$ cat src/rtl/control_unit.sv
// Multi-cycle control FSM for a small RV32 add/sub/addi datapath.
// Sequences fetch, decode, operand load, execute and PC update, and halts on
// any unsupported encoding until reset.
module control_unit (
   input  logic        clk,
   input  logic        rst,
   input  logic [31:0] instr,
   input  logic        ALU_carry,
   input  logic        mem_ack,
   output logic        mem_req,
   output logic        ir_en,
   output logic        a_en,
   output logic        b_en,
   output logic        pc_en,
   output logic        immgen_bus_en,
   output logic        ALU_bus_en,
   output logic        pc_bus_en,
   output logic        rf_bus_en,
   output logic        rd_bus_en,
   output logic        rf_wen,
   output logic        rf_ren,
   output logic [4:0]  rf_addr_sel,
   output logic        sel_alu_func,
   output logic        pc_inc,
   output logic        carry_flag,
   output logic        halted,
   output logic [31:0] instret
);

   typedef enum logic [3:0] {
      FETCH_REQ, FETCH_LD, DECODE, RS1, RS2, IMM, EXEC, UPDATE_PC, HALT
   } state_t;

   typedef enum logic [1:0] {OP_ADD, OP_SUB, OP_ADDI, OP_ILL} op_t;

   state_t     state, next;
   op_t        dec_op, op_q;
   logic [4:0] rd_q, rs1_q, rs2_q;

   // Classify the instruction word currently presented by the IR
   always_comb begin
      dec_op = OP_ILL;
      if (instr[6:0] == 7'b0110011 && instr[14:12] == 3'b000) begin
         if (instr[31:25] == 7'b0000000)      dec_op = OP_ADD;
         else if (instr[31:25] == 7'b0100000) dec_op = OP_SUB;
      end else if (instr[6:0] == 7'b0010011 && instr[14:12] == 3'b000) begin
         dec_op = OP_ADDI;
      end
   end

   // State register, latched instruction fields, carry and retire counter
   always_ff @(posedge clk) begin
      if (rst) begin
         state      <= FETCH_REQ;
         op_q       <= OP_ADD;
         rd_q       <= '0;
         rs1_q      <= '0;
         rs2_q      <= '0;
         carry_flag <= 1'b0;
         instret    <= '0;
      end else begin
         state <= next;
         if (state == DECODE) begin
            op_q  <= dec_op;
            rd_q  <= instr[11:7];
            rs1_q <= instr[19:15];
            rs2_q <= instr[24:20];
         end
         if (state == EXEC)      carry_flag <= ALU_carry;
         if (state == UPDATE_PC) instret    <= instret + 32'd1;
      end
   end

   // Next-state and Moore output decode; reset masks every control output
   always_comb begin
      next          = state;
      mem_req       = 1'b0;
      ir_en         = 1'b0;
      a_en          = 1'b0;
      b_en          = 1'b0;
      pc_en         = 1'b0;
      immgen_bus_en = 1'b0;
      ALU_bus_en    = 1'b0;
      pc_bus_en     = 1'b0;
      rf_bus_en     = 1'b0;
      rd_bus_en     = 1'b0;
      rf_wen        = 1'b0;
      rf_ren        = 1'b0;
      rf_addr_sel   = '0;
      sel_alu_func  = 1'b0;
      pc_inc        = 1'b0;
      halted        = 1'b0;
      case (state)
         FETCH_REQ: begin
            pc_bus_en = 1'b1;
            mem_req   = 1'b1;
            if (mem_ack) next = FETCH_LD;
         end
         FETCH_LD: begin
            rd_bus_en = 1'b1;
            ir_en     = 1'b1;
            next      = DECODE;
         end
         DECODE: begin
            next = (dec_op == OP_ILL) ? HALT : RS1;
         end
         RS1: begin
            rf_addr_sel = rs1_q;
            rf_ren      = 1'b1;
            rf_bus_en   = 1'b1;
            a_en        = 1'b1;
            next        = (op_q == OP_ADDI) ? IMM : RS2;
         end
         RS2: begin
            rf_addr_sel = rs2_q;
            rf_ren      = 1'b1;
            rf_bus_en   = 1'b1;
            b_en        = 1'b1;
            next        = EXEC;
         end
         IMM: begin
            immgen_bus_en = 1'b1;
            b_en          = 1'b1;
            next          = EXEC;
         end
         EXEC: begin
            ALU_bus_en   = 1'b1;
            rf_addr_sel  = rd_q;
            sel_alu_func = (op_q == OP_SUB);
            rf_wen       = (rd_q != 5'd0);
            next         = UPDATE_PC;
         end
         UPDATE_PC: begin
            pc_inc = 1'b1;
            next   = FETCH_REQ;
         end
         HALT: begin
            halted = 1'b1;
         end
         default: next = FETCH_REQ;
      endcase
      if (rst) begin
         mem_req       = 1'b0;
         ir_en         = 1'b0;
         a_en          = 1'b0;
         b_en          = 1'b0;
         pc_en         = 1'b0;
         immgen_bus_en = 1'b0;
         ALU_bus_en    = 1'b0;
         pc_bus_en     = 1'b0;
         rf_bus_en     = 1'b0;
         rd_bus_en     = 1'b0;
         rf_wen        = 1'b0;
         rf_ren        = 1'b0;
         rf_addr_sel   = '0;
         sel_alu_func  = 1'b0;
         pc_inc        = 1'b0;
         halted        = 1'b0;
      end
   end

endmodule

$ cat config.mk
export PLATFORM = sky130hd
export DESIGN_NAME = control_unit
export DESIGN_NICKNAME = d
export VERILOG_FILES = /design/src/rtl/control_unit.sv
export SDC_FILE = /design/constraint.sdc
export NUM_CORES = 1
export LEC_CHECK = 0
export CAP_MARGIN = 30
export CORE_UTILIZATION = 50
export CTS_CLUSTER_DIAMETER = 50
export CTS_CLUSTER_SIZE = 25
export DETAILED_ROUTE_END_ITERATION = 16
export PLACE_DENSITY = 0.95
export SLEW_MARGIN = 5
export SYNTH_ARGS = -nofsm -noshare
export SYNTH_HDL_FRONTEND = slang
export SYNTH_SLANG_ARGS = --single-unit
$ cat constraint.sdc
create_clock -name clk -period 2.8 [get_ports clk]
set_input_delay 0.42 -clock clk [delete_from_list [all_inputs] [get_ports clk]]
set_output_delay 0.42 -clock clk [all_outputs]
set_load 0.005 [all_outputs]
==> results of run 1 <==
## where the power goes
| group | leakage (nW) | switching [mW] | total [mW] | internal, mW |
|---|---|---|---|---|
| logic | 0.742 | 0.195 | 0.393 | 0.198 |
| clock network | 0.0444 | 0.252 | 0.426 | 0.174 |
| registers | 0.437 | 0.0835 | 0.914 | 0.831 |
## tightest hold or removal path: cells and delay by family (launching register included)
family,cells,cell delay (ps)
flops,1,320
simple gates,1,50
compound gates,1,50
## flip-flops by register name, indices dropped and copies added, names as in the netlist
signal,flops
rs2_q,5
carry_flag,1
state,4
rd_q,5
rs1_q,5
op_q,2
instret,32
## area by class of cell
cell class,count,area [µm²]
repair buffers,93,911
fillers,413,1480
inverters,7,26.3
multi-input cells,260,1530
well taps,70,87.6
clock buffers,5,68.8
clock inverters,2,13.8
flip-flops and latches,54,1080
## cells in the mapped netlist (all sizes together) (2+ instances only)
| master | number |
|---|---|
| nand2 | 58 |
| dfxtp | 54 |
| a21oi | 38 |
| nor2 | 29 |
| clkbuf | 16 |
| or4 | 16 |
| o31ai | 14 |
| nand3 | 12 |
| buf | 10 |
| nor4 | 8 |
| and3 | 7 |
| nand4 | 7 |
| inv | 6 |
| nor2b | 6 |
| or3 | 6 |
| xor2 | 6 |
| mux2 | 5 |
| a22o | 4 |
| and4 | 4 |
| nor3b | 4 |
| o21ai | 4 |
| xnor2 | 4 |
| a311oi | 2 |
| nand2b | 2 |
| nand3b | 2 |
| nor3 | 2 |
| nor4b | 2 |
## how the worst max path moves through the flow
| stage | from | endpoint | slack [ps] | cells past startpoint |
|---|---|---|---|---|
| after floorplan | instret[6] | instret[26] | 880 | 6 |
| after global placement | instr[2] | state[0] | 400 | 5 |
| after detailed placement | instr[2] | state[0] | 320 | 5 |
| after CTS | state[1] | rf_addr_sel[0] | 130 | 4 |
| after global routing | state[2] | rf_addr_sel[3] | 20 | 5 |
| final | state[2] | rf_addr_sel[3] | 170 | 5 |
## cells in the final DEF (no fill, tap or decap), types with 7 or more instances in the layout
cell             instances
a21oi_1                 38
clkdlybuf4s50_1         86
dfxtp_1                 52
nand2_1                 58
nand3_1                 12
nor2_1                  29
nor4_1                   7
o31ai_1                 14
or4_1                   16
## stage by stage
| stage | setup slack (ps) | cell area, µm² | util (%) | cells |
|---|---|---|---|---|
| after floorplan | 881 | 2760 | - | 347 |
| after global placement | 403 | 3640 | 69.9 | 484 |
| after detailed placement | 323 | 3640 | 69.9 | 484 |
| after CTS | 132 | 3720 | 71.5 | 491 |
| after global routing | 15.7 | 3720 | 71.5 | 491 |
| final | 172 | 3720 | 71.5 | 491 |
## per-layer routing
metal | up-vias | track usage (%) | share of wire, %
li1 | 1392 | - | -
met1 | 1335 | 28.9 | 42
met2 | 112 | 44.1 | 52
met3 | 11 | 4.43 | 5.3
met4 | 0 | 7.88 | 1.2
met5 | - | 0 | 0
## cell families (layout without fill, tap and decap cells)
group,count (synthesis),after routing
xor gates and xnor gates,10,10
buffers and inverters,33,107
AOI/OAI and AO/OA,72,72
and+or+nand+nor,170,170
muxes,6,6
adders and majority gates,1,1
DFF,54,54
other,1,1
==> metrics.md, run 1 <==
| Metric | Value |
|---|---|
| Status | completed |
| Post-Synth Adder-Cell Area | 0.453% |
| Die Y | approximately 76 µm |
| Synth warnings | 0 |
| CTS Hold Bufs | 0 |
| Worst path arrival time | 2210 ps |
| XOR/XNOR Fraction of Synth Area | between 3 and 4% |
| Post-Syn Nets | 384 |
| Routability cong. | about 0.85 |
| Crit-path cells | nor3b_1, a22o_1, nand2_1, a21oi_1, clkdlybuf4s50_1 |
| Hold WS | 468 ps |
| Die area | approximately 5800 µm² |
| Mapped cell area | ~2800 µm² |
| CP required | around 2400 ps |
| Slowest cell on crit path | clkdlybuf4s50_1 |
| Wirelength, routed | approximately 7000 µm |
| Fraction of registers with async set/reset | 0% |
| # rows | 26 |
| H-Tree Level Count | 2 |
| P_leak | between 1 and 1.5 nW |
| Layout Area Growth over Synthesis | 34.7% |
| Reg-to-reg slack, setup | 590 ps |
| Measured slew at the worst slew-check pin | between 700 and 800 ps |
| # resized after CTS | 0 |
| Hold Path End | rs2_q[1] |
| CTS tree | done |
| Setup Skew | between 6 and 7 ps |
| Max Clk Rate | approximately 0.38 GHz |
| Critical path endpoint category | primary output |
| Top cell family by delay on the critical path | simple AND/OR/NAND/NOR gates |
| Clock period minus worst slack | 2630 ps |
| Hold_sp | rs2_q[1] |
| Num CTS Buffers | 5 |
| Synth area leaders | dfxtp_1 39%, nand2_1 7.9%, a21oi_1 6.9% |
| Core area | 5200 µm² |
| Vias/cell | 5.80 |
| Fin. Hold Viols | 0 |
| Buf+Inv Stages, Crit Path | 1 |
| Setup TNS | 0 ps |
| Reg-to-Reg Start | instret[5] |
| Routed Antenna Nets | 0 |
| Mux contribution to synthesized area | around 2.4% |
| Die W | 76.4 µm |
| Routed via count | approximately 2900 |
| Max-cap check violation count | 0 |
| Final Cycle Share | between 90% and 100% |
| Crit-path max FO | 8 |
| Sink Count | 54 |
| CTS clk-pin slew, worst paths | about 90 ps |
| Rel. slew slack | around half |
| EDFF count, synth | 0 |
| R2r worst-path depth | 4 |
| Tot Pwr | 1.73 mW |
| Syn Area/Cell | 7.97 µm² |
| Simple-gate area share of the yosys netlist | approximately a third |
| Synth Instances | 347 |
| Pin count of the biggest net entering global routing | 35 |
| DRT Pass-1 Iters | 5 |
| Area share of the largest cell type after synthesis | between 30 and 40% |
| Drt initial violations | 219 |
| Worst vdd ir | about 380 µV |
| DRC errors left | 0 |
| Synth Flop Type | dfxtp_1 |
| Vias in the first global route | ~2700 |
| Fraction of layout cells with a size suffix above 1 | between 7 and 8% |
| # IOs | 89 |
| Complex-gate fraction of the synthesized area | between 10% and 20% |
| Slowest stage delay, CP | about 530 ps |
| Setup violators final | 0 |
| Avg WL per Cell | approximately 14 µm |
| Initial antenna violation count | 0 |
| Slew Viols, Final | 0 |
| Critical path startpoint category | flop |
| Final #Nets | 458 |
| Yosys reg bits | 54 |
| Overall Global Routing Usage | between 20% and 30% |
| Leading area contributor after synthesis | dfxtp_1 |
| Largest family of logic cells by synthesized area | simple AND/OR/NAND/NOR gates |
| Initial Util | a little over half |
| Power per cell area | between 400 and 500 nW/µm² |
| Post-CTS Setup Bufs | 0 |
| Clk buf depth | 2 |
| Crit Path Class | reg -> out |
| GRT overflow | 0 |
| Global-route wire length before repair | 11800 µm |
| Cell variety after synth | 52 |
| RSZ-0062 raised after global routing | false |
| Diode count | 0 |
| Worst hold path type | reg -> reg |
| CTS root buf | clkbuf_8 |
| Post-DP HPWL | 5180 µm |
| RR Endpoint | instret[30] |
| WHS Path Cells | 2 |
| Skew-Pair Late Insertion Delay | ~300 ps |
| Register area share after synthesis | about two fifths |
| PortBufs | 87 |
Note: power is estimated with default switching activity, not from simulation.
==> inputs of run 2 (changes only) <==
HOLD_SLACK_MARGIN = 0.02   (was not set)
==> results of run 2 <==
Final layout, timing and power as in run 1 (identical DEF).
